### src/rtl/tlc_pkg.sv
// Shared encodings for the intersection controller: state codes, lamp triple, timer width.
// Pure declarations; no logic, no latency.
package tlc_pkg;

   localparam int TIMER_W = 8;
   typedef logic [TIMER_W-1:0] timer_t;

   typedef enum logic [2:0] {
      ST_A_GREEN  = 3'd0,
      ST_A_YELLOW = 3'd1,
      ST_ALLRED_A = 3'd2,
      ST_B_GREEN  = 3'd3,
      ST_B_YELLOW = 3'd4,
      ST_ALLRED_B = 3'd5,
      ST_WALK     = 3'd6
   } state_e;

   typedef struct packed {
      logic red;
      logic yellow;
      logic green;
   } lamp_t;

   localparam lamp_t LAMP_RED    = lamp_t'(3'b100);
   localparam lamp_t LAMP_YELLOW = lamp_t'(3'b010);
   localparam lamp_t LAMP_GREEN  = lamp_t'(3'b001);

   function automatic timer_t sat_inc(input timer_t t);
      return (t == '1) ? t : t + timer_t'(1);
   endfunction

endpackage

### src/rtl/tlc_intersection_if.sv
// Request inputs and lamp/debug outputs of the intersection controller.
// master = requester/observer side, slave = controller side.
interface tlc_intersection_if;
   logic       req_b;
   logic       ped_req;
   logic       a_red;
   logic       a_yellow;
   logic       a_green;
   logic       b_red;
   logic       b_yellow;
   logic       b_green;
   logic       walk;
   logic [2:0] phase;

   modport master (
      output req_b, ped_req,
      input  a_red, a_yellow, a_green, b_red, b_yellow, b_green, walk, phase
   );

   modport slave (
      input  req_b, ped_req,
      output a_red, a_yellow, a_green, b_red, b_yellow, b_green, walk, phase
   );
endinterface

### src/rtl/tlc_phase_timer.sv
// Cycle-in-phase counter: sync clear to 0, +1 when enabled, saturates at all-ones.
// count is the registered value; count_nx is what it becomes on the next edge.
module tlc_phase_timer
   import tlc_pkg::*;
(
   input  logic   clk,
   input  logic   clr,
   input  logic   en,
   output timer_t count,
   output timer_t count_nx
);

   timer_t count_q;
   timer_t count_d;

   always_comb begin
      count_d = count_q;
      if (clr) begin
         count_d = '0;
      end else if (en) begin
         count_d = sat_inc(count_q);
      end
   end

   always_ff @(posedge clk) begin
      count_q <= count_d;
   end

   assign count    = count_q;
   assign count_nx = count_d;

endmodule

### src/rtl/tlc_intersection.sv
// Two-road + pedestrian intersection scheduler; Moore lamps change on the state edge.
// Requests are latched and served B, then WALK, then A; inputs are never back-pressured.
module tlc_intersection
   import tlc_pkg::*;
#(
   parameter int GREEN_MIN = 4,
   parameter int GREEN_MAX = 8,
   parameter int YELLOW_T  = 2,
   parameter int ALLRED_T  = 1,
   parameter int WALK_T    = 3
)(
   input  logic            clk,
   input  logic            clear_n,
   tlc_intersection_if.slave bus
);

   localparam timer_t GMIN_LAST = timer_t'(GREEN_MIN - 1);
   localparam timer_t GMAX_LAST = timer_t'(GREEN_MAX - 1);
   localparam timer_t YEL_LAST  = timer_t'(YELLOW_T - 1);
   localparam timer_t ARED_LAST = timer_t'(ALLRED_T - 1);
   localparam timer_t WALK_LAST = timer_t'(WALK_T + ALLRED_T - 1);
   localparam timer_t WALK_LEN  = timer_t'(WALK_T);

   state_e state_q, state_d;
   logic   b_pend_q, b_pend_d;
   logic   p_pend_q, p_pend_d;
   lamp_t  a_lamp_q, a_lamp_d;
   lamp_t  b_lamp_q, b_lamp_d;
   logic   walk_q, walk_d;
   timer_t timer_q;
   timer_t timer_nx;
   logic   timer_clr;

   tlc_phase_timer u_timer (
      .clk      (clk),
      .clr      (timer_clr),
      .en       (1'b1),
      .count    (timer_q),
      .count_nx (timer_nx)
   );

   always_comb begin
      state_d = state_q;
      case (state_q)
         ST_A_GREEN:  if (timer_q >= GMIN_LAST && (b_pend_q || p_pend_q)) state_d = ST_A_YELLOW;
         ST_A_YELLOW: if (timer_q == YEL_LAST) state_d = ST_ALLRED_A;
         ST_ALLRED_A: if (timer_q == ARED_LAST)
                         state_d = b_pend_q ? ST_B_GREEN : (p_pend_q ? ST_WALK : ST_A_GREEN);
         ST_B_GREEN:  if ((timer_q >= GMIN_LAST && !bus.req_b) || timer_q == GMAX_LAST)
                         state_d = ST_B_YELLOW;
         ST_B_YELLOW: if (timer_q == YEL_LAST) state_d = ST_ALLRED_B;
         ST_ALLRED_B: if (timer_q == ARED_LAST) state_d = p_pend_q ? ST_WALK : ST_A_GREEN;
         ST_WALK:     if (timer_q == WALK_LAST) state_d = ST_A_GREEN;
         default:     state_d = ST_ALLRED_B;
      endcase
   end

   assign timer_clr = !clear_n || (state_d != state_q);

   // Entering the served phase clears its latch even if the request is sampled on that same edge.
   always_comb begin
      b_pend_d = b_pend_q | (bus.req_b && state_q != ST_B_GREEN);
      if (state_d == ST_B_GREEN && state_q != ST_B_GREEN) b_pend_d = 1'b0;
      p_pend_d = p_pend_q | (bus.ped_req && state_q != ST_WALK);
      if (state_d == ST_WALK && state_q != ST_WALK) p_pend_d = 1'b0;

      a_lamp_d = LAMP_RED;
      b_lamp_d = LAMP_RED;
      case (state_d)
         ST_A_GREEN:  a_lamp_d = LAMP_GREEN;
         ST_A_YELLOW: a_lamp_d = LAMP_YELLOW;
         ST_B_GREEN:  b_lamp_d = LAMP_GREEN;
         ST_B_YELLOW: b_lamp_d = LAMP_YELLOW;
         default:     ;
      endcase
      walk_d = (state_d == ST_WALK) && (timer_nx < WALK_LEN);
   end

   always_ff @(posedge clk) begin
      if (!clear_n) begin
         state_q  <= ST_ALLRED_B;
         b_pend_q <= 1'b0;
         p_pend_q <= 1'b0;
         a_lamp_q <= LAMP_RED;
         b_lamp_q <= LAMP_RED;
         walk_q   <= 1'b0;
      end else begin
         state_q  <= state_d;
         b_pend_q <= b_pend_d;
         p_pend_q <= p_pend_d;
         a_lamp_q <= a_lamp_d;
         b_lamp_q <= b_lamp_d;
         walk_q   <= walk_d;
      end
   end

   assign bus.a_red    = a_lamp_q.red;
   assign bus.a_yellow = a_lamp_q.yellow;
   assign bus.a_green  = a_lamp_q.green;
   assign bus.b_red    = b_lamp_q.red;
   assign bus.b_yellow = b_lamp_q.yellow;
   assign bus.b_green  = b_lamp_q.green;
   assign bus.walk     = walk_q;
   assign bus.phase    = state_q;

endmodule

### src/flat_wrapper.sv
// flat-port wrapper written by rule: the top's interface ports become plain ports
module tlc_intersection_flat import tlc_pkg::*;
#(
   parameter int GREEN_MIN = 4,
   parameter int GREEN_MAX = 8,
   parameter int YELLOW_T  = 2,
   parameter int ALLRED_T  = 1,
   parameter int WALK_T    = 3
)
  (clk, clear_n, bus_req_b, bus_ped_req, bus_a_red, bus_a_yellow, bus_a_green, bus_b_red, bus_b_yellow, bus_b_green, bus_walk, bus_phase);
  tlc_intersection_if bus_i ();
  input  logic clk;
  input  logic clear_n;
  input wire logic [$bits(bus_i.req_b)-1:0] bus_req_b;
  input wire logic [$bits(bus_i.ped_req)-1:0] bus_ped_req;
  output wire logic [$bits(bus_i.a_red)-1:0] bus_a_red;
  output wire logic [$bits(bus_i.a_yellow)-1:0] bus_a_yellow;
  output wire logic [$bits(bus_i.a_green)-1:0] bus_a_green;
  output wire logic [$bits(bus_i.b_red)-1:0] bus_b_red;
  output wire logic [$bits(bus_i.b_yellow)-1:0] bus_b_yellow;
  output wire logic [$bits(bus_i.b_green)-1:0] bus_b_green;
  output wire logic [$bits(bus_i.walk)-1:0] bus_walk;
  output wire logic [$bits(bus_i.phase)-1:0] bus_phase;
  assign bus_i.req_b = bus_req_b;
  assign bus_i.ped_req = bus_ped_req;
  assign bus_a_red = bus_i.a_red;
  assign bus_a_yellow = bus_i.a_yellow;
  assign bus_a_green = bus_i.a_green;
  assign bus_b_red = bus_i.b_red;
  assign bus_b_yellow = bus_i.b_yellow;
  assign bus_b_green = bus_i.b_green;
  assign bus_walk = bus_i.walk;
  assign bus_phase = bus_i.phase;
  tlc_intersection #(.GREEN_MIN(GREEN_MIN), .GREEN_MAX(GREEN_MAX), .YELLOW_T(YELLOW_T), .ALLRED_T(ALLRED_T), .WALK_T(WALK_T)) u_core (.clk(clk), .clear_n(clear_n), .bus(bus_i));
endmodule
### config.mk
export PLATFORM = sky130hd
export DESIGN_NAME = tlc_intersection_flat
export DESIGN_NICKNAME = d
export VERILOG_FILES = /design/src/rtl/tlc_pkg.sv /design/src/rtl/tlc_intersection_if.sv /design/src/rtl/tlc_phase_timer.sv /design/src/rtl/tlc_intersection.sv /design/src/flat_wrapper.sv
export SDC_FILE = /design/constraint.sdc
export NUM_CORES = 1
export LEC_CHECK = 0
export CORE_UTILIZATION = 59
export CTS_BUF_LIST = sky130_fd_sc_hd__clkbuf_4
export DETAILED_ROUTE_END_ITERATION = 8
export PLACE_DENSITY = 0.83
export SETUP_SLACK_MARGIN = 0.2
export SYNTH_ARGS = -nofsm -noshare
export SYNTH_HDL_FRONTEND = slang
export SYNTH_SLANG_ARGS = --single-unit
export TNS_END_PERCENT = 1
### constraint.sdc
create_clock -name clk -period 5 [get_ports clk]
set_clock_uncertainty 0.1 [all_clocks]
set_input_delay 1 -clock clk [delete_from_list [all_inputs] [get_ports clk]]
set_output_delay 1 -clock clk [all_outputs]
set_load 0.01 [all_outputs]
## Yosys cells after proc, flatten, opt, wreduce, memory -nomap -nowiden

Index checks and enable logic that the tools add are counted.

- Bits of input ports: 4
- Output and inout port bits: 10
- Flip-flop bits (word level): 20
- Logic and storage cells: 65

- Equal/unequal tests: 17
- Bitwise gates (word level): 3
- Reduce and logical (&&, ||, !) cells: 17
- Order comparisons: 2
- Add/sub/neg operators: 1
- Multiplexer cells: 14

Operator list:

| cell | count |
|---|---|
| $mux W3 | 9 |
| $pmux W3 S7 | 1 |
| $mux W8 | 2 |
| $eq A3 B3 Y1 const B | 5 |
| $pmux W3 S2 | 2 |
| $eq A3 B2 Y1 const B | 3 |
| $add A8 B1 Y8 const B | 1 |
| $eq A8 B1 Y1 const B | 1 |
| $eq A8 B2 Y1 const B | 1 |
| $eq A8 B3 Y1 const B | 1 |
| $eq A8 B8 Y1 const B | 1 |
| $ge A8 B2 Y1 const B | 1 |
| $logic_not A8 Y1 | 1 |
| $lt A8 B2 Y1 const B | 1 |
| $logic_and A1 B1 Y1 | 7 |
| $eq A3 B1 Y1 const B | 2 |
| $logic_not A3 Y1 | 2 |
| $reduce_or A2 Y1 | 2 |
| $logic_or A1 B1 Y1 | 3 |
| $ne A3 B2 Y1 const B | 1 |
| $ne A3 B3 Y1 | 1 |
| $ne A3 B3 Y1 const B | 1 |
| $logic_not A1 Y1 | 2 |
| $or A1 B1 Y1 | 2 |
| $not A1 Y1 | 1 |

## Longest topological paths before layout

- Word-level depth: 10
- Depth in mapped cells: 9
- Depth with buffers taken out: 8

## Modules after synthesis

Synthesis repeated with hierarchy kept, for this count alone.

- Cells, all modules: 130
- Area total of the unflattened synthesis: 1173.6 um^2

By module, submodules not included:

| module | instances | seq. area each (um^2) | cells an instance | area each (um^2) |
|---|---|---|---|---|
| tlc_intersection | 1 | 240.2 | 83 | 729.4 |
| tlc_phase_timer | 1 | 160.2 | 47 | 444.2 |

## Worst setup path after synthesis

OpenSTA, ideal clock, no wires.

- Kind: input -> register
- Start point: in bus_req_b
- End point: reg u_core.b_lamp_q, in the netlist u_core.bus.b_yellow
- Path slack: 2.627 ns
- Library setup time: 0.117 ns
- Stages on the path: 5
- Data arrival time: 2.156 ns
- Data required time: 4.783 ns
- Path buffers: 0
- Path through: inv_1 -> a31o_2 -> a21o_2 -> a211oi_1 -> and4b_1

- Word-level cells in the longest chain between the ends: 7
- Elaborated cells on any way between the ends: 8
- Those cells by class: eq/ne (2); mux (3); reduce/logical (3)

Ends and longest elaborated chain:

| what | line | source |
|---|---|---|
| from (decl) | flat_wrapper.sv:14 | `input wire logic [$bits(bus_i.req_b)-1:0] bus_req_b;` |
| $logic_not A1 Y1 (*) | tlc_intersection.sv:49 | `ST_B_GREEN: if ((timer_q >= GMIN_LAST && !bus.req_b) \|\| timer_q == GMAX_LAST)` |
| $logic_and A1 B1 Y1 (*) | tlc_intersection.sv:49 |  |
| $logic_or A1 B1 Y1 (*) | tlc_intersection.sv:49 |  |
| $mux W3 (*) | tlc_intersection.sv:49 |  |
| $pmux W3 S7 (*) | tlc_intersection.sv:44 | `case (state_q)` |
| $eq A3 B3 Y1 or $eq A3 B2 Y1 (tied branches) | tlc_intersection.sv:69 | `case (state_d)` |
| $pmux W3 S2 (*) | tlc_intersection.sv:69 |  |
| to (signal assigned) | tlc_intersection.sv:92 | `b_lamp_q <= b_lamp_d;` |
| to (decl) | tlc_intersection.sv:28 | `lamp_t b_lamp_q, b_lamp_d;` |

Every way passes the cells marked *; elsewhere a longest branch is shown, timed or not.
A chain may end at the register's enable or synchronous reset.

## Worst setup path in the final report

- Start point: in bus_req_b
- End point: reg u_core.a_lamp_q, in the netlist u_core.bus.a_green

- Word-level cells in the longest chain between the ends: 7
- Elaborated cells on any way between the ends: 8
- Those cells by class: eq/ne (1); mux (3); reduce/logical (4)

Ends and longest elaborated chain:

| what | line | source |
|---|---|---|
| $logic_not A1 Y1 (*) | tlc_intersection.sv:49 |  |
| $logic_and A1 B1 Y1 (*) | tlc_intersection.sv:49 |  |
| $logic_or A1 B1 Y1 (*) | tlc_intersection.sv:49 |  |
| $mux W3 (*) | tlc_intersection.sv:49 |  |
| $pmux W3 S7 (*) | tlc_intersection.sv:44 |  |
| $eq A3 B1 Y1 or $logic_not A3 Y1 (tied branches) | tlc_intersection.sv:69 |  |
| $pmux W3 S2 (*) | tlc_intersection.sv:69 |  |
| to (signal assigned) | tlc_intersection.sv:91 | `a_lamp_q <= a_lamp_d;` |
| to (decl) | tlc_intersection.sv:27 | `lamp_t a_lamp_q, a_lamp_d;` |

Marks and branches as above.

==> impl_metrics.yaml <==
run_status:
  outcome: "finished, final reports clean"
yosys:
  syn-num-nets: 150
  ys_seq_area_share_pct: 31.16
  synth.distinct_cells: 59
  synthArstFlopShare_pct: 0
  synthCells: 143
  yosysWarningCount: 0
  ys_ff_latch: 20
  syn-cell-area_um2: 1285
  syn_area_per_cell_um2: 8.986
  synth_edf_count: 0
  synth_ff_type: "dfxtp_1"
critical_path:
  r2r-end: "u_core.u_timer.count[5]$_DFF_P_"
  r2r_cells: 6
  start_kind: "input port"
  worst_ep_required_time_ps: 5140
  end_kind: "flip-flop"
  worstReg2RegStart: "u_core.u_timer.count[0]$_DFF_P_"
  crit_fanout: 5
  r2r_setup_slack_ps: 2570
  arrival_ps: 2930
  critical_path_class: "in -> reg"
pwr:
  ir_drop_mv: 0.3828
  powerDensity_nw_per_um2: 529.6
  leakage_nw: 0.5372
  p_total_mw: 0.7574
layout:
  seq_area_um2: 400.4
  largest_register_ffs: 8
  final_area_um2: 1430
  final_util_pct: 71.44
  n_fill_cell: 164
  stdcell_count: 179
  multi_input_area_um2: 790.8
  n_antenna_cell: 0
  drive_gt1_share_pct: 16.45
  syn2layout_area_growth_pct: 11.29
  nets: 160
global_route:
  grt_util_met2_pct: 42.82
  grt_first_pass_wirelength_mm: 4.788
  grt_pass1_vias: 1019
  grt-ovfl-total: 0
  use_met1_pct: 34.58
  busiest_layer: "met2"
  antenna_found_initial: 0
  grt_max_degree: 17
  grt_usage_pct: 26.38
  grtUsageMet3_pct: 4.403
routing:
  first_pass_iters: 4
  ant_nets: 0
  via_per_inst: 6.330
  wl_per_cell_um: 15.77
  vias: 1133
  drtIter0Drc: 50
  drc: 0
  wl_mm: 2.823
timing:
  fin_tns_setup_ps: 0
  finalSetupViolations: 0
  period_needed_ps: 2796
  worst_pin_slew_ps: 633.7
  holdWs_ps: 518.1
  finalCritPeriodShare_pct: 55.92
  fmax_mhz: 357.6
  grt_setup_unrepaired: "no"
  fin_ws_ps: 2204
  drv_slew: 0
  hold_viol: 0
  slew_headroom_pct: 57.50
clock_tree:
  clkTransAtPathRegs_ps: 110
  cts_tree: "built"
  cts_sinks: 20
  cts_root_buf: "clkbuf_4"
  cts_hold_buf: 0
  postCtsSetupBuffers: 0
  ctsHtreeMaxLevel: 1
  clockBufferDepth: 2
  clock_latency_ps: 300
  cts_resized: 0
  numCtsBuffers: 3
floorplan:
  row_count: 16
  io_pins: 14
  design.die.area_um2: 2369
  start_util_pct: 64.19
  die_h_um: 48.67
  fp.dieW_um: 48.67
  fp.coreArea_um2: 2002
min_path:
  worstHoldStart: "u_core.u_timer.count[6]$_DFF_P_"
  min_path_cells: 2
  min_to: "u_core.u_timer.count[6]$_DFF_P_"
  holdCritPathClass: "reg -> reg"
place:
  dp_slack_ps: 1902
  place.port_buffers: 13
  place_hpwl_mm: 2.037
  gp_congestion: 0.8527
  dp.cells: 175
  placed_cell_area_um2: 1378
flow_run:
  drv_cap: 0
critical path, stage by stage:
cell	delay, ps
clkdlybuf4s50_1	500
inv_1	60
a31o_2	210
a21o_2	240
a211oi_1	570
nand3_2	190
nor3_2	150
per-layer routing:
layer	vias up	routed length [um]
met3	7	230
met5	-	0
met4	0	51
li1	554	-
met2	50	1355
met1	522	1186
power by group:
group | internal [mW] | total, mW | switching (mW)
Sequential | 0.195 | 0.242 | 0.0476
Clock | 0.0811 | 0.131 | 0.0501
Combinational | 0.171 | 0.384 | 0.213
Total | 0.447 | 0.757 | 0.311
area by class of cell:
class                   count  share of cell area, %
repair buffers             13                  9.099
inverters                   6                  1.575
well taps                  27                  2.362
clock inverters             1                  2.100
flip-flops and latches     20                  28.00
multi-input cells         109                  55.29
clock buffers               3                  1.575
kinds of logic (layout without fill, tap and decap cells):
group	Yosys count	after routing	synth area share, %
adder cells (fa/ha/maj)	3	3	2.921
flip-flops	20	20	31.16
buffers and inverters	14	23	7.302
multiplexers	2	2	1.558
XOR/XNOR	1	1	0.6817
AO/OA/AOI/OAI	37	37	23.47
AND/OR/NAND/NOR	66	66	32.91
synthesized netlist by cell type (3+ instances only):
master	instances	area (um2)
ha_1	3	37.54
nand3_1	4	20.02
o21ai_0	4	20.02
a31oi_1	4	25.02
nor4_1	4	25.02
nor3_1	6	30.03
nor3b_1	4	30.03
nand2_1	8	30.03
dfxtp_1	20	400.4
nor2b_1	4	25.02
a21oi_1	10	50.05
inv_1	6	22.52
nor2_1	12	45.04
cells in the final DEF (no fill, tap or decap), types with 2 or more instances in the layout:
| master | count |
|---|---|
| dfxtp_1 | 20 |
| clkdlybuf4s50_1 | 13 |
| nor2_1 | 12 |
| a21oi_1 | 10 |
| nand2_1 | 8 |
| inv_1 | 6 |
| nor3_1 | 6 |
| nor4_1 | 4 |
| nand3_1 | 4 |
| nor2b_1 | 4 |
| a31oi_1 | 4 |
| nor3b_1 | 4 |
| o21ai_0 | 4 |
| ha_1 | 3 |
| clkbuf_4 | 3 |
| nor3_2 | 2 |
| nand4_1 | 2 |
| mux2i_1 | 2 |
| and4_1 | 2 |
| and3_1 | 2 |
| a2111oi_2 | 2 |
worst max path at each step:
| stage | endpoint | slack [ps] | from |
|---|---|---|---|
| floorplan | u_core.bus.b_yellow$_SDFF_PN0_ | 2630 | bus_req_b |
| global placement | u_core.bus.b_yellow$_SDFF_PN0_ | 2000 | bus_req_b |
| detailed placement | u_core.bus.a_green$_SDFF_PN0_ | 1900 | bus_req_b |
| CTS | u_core.bus.a_green$_SDFF_PN0_ | 2220 | bus_req_b |
| global route | u_core.bus.a_green$_SDFF_PN0_ | 2140 | bus_req_b |
| finish | u_core.bus.a_green$_SDFF_PN0_ | 2200 | bus_req_b |
No activity file was read; power rests on OpenSTA's default activity.
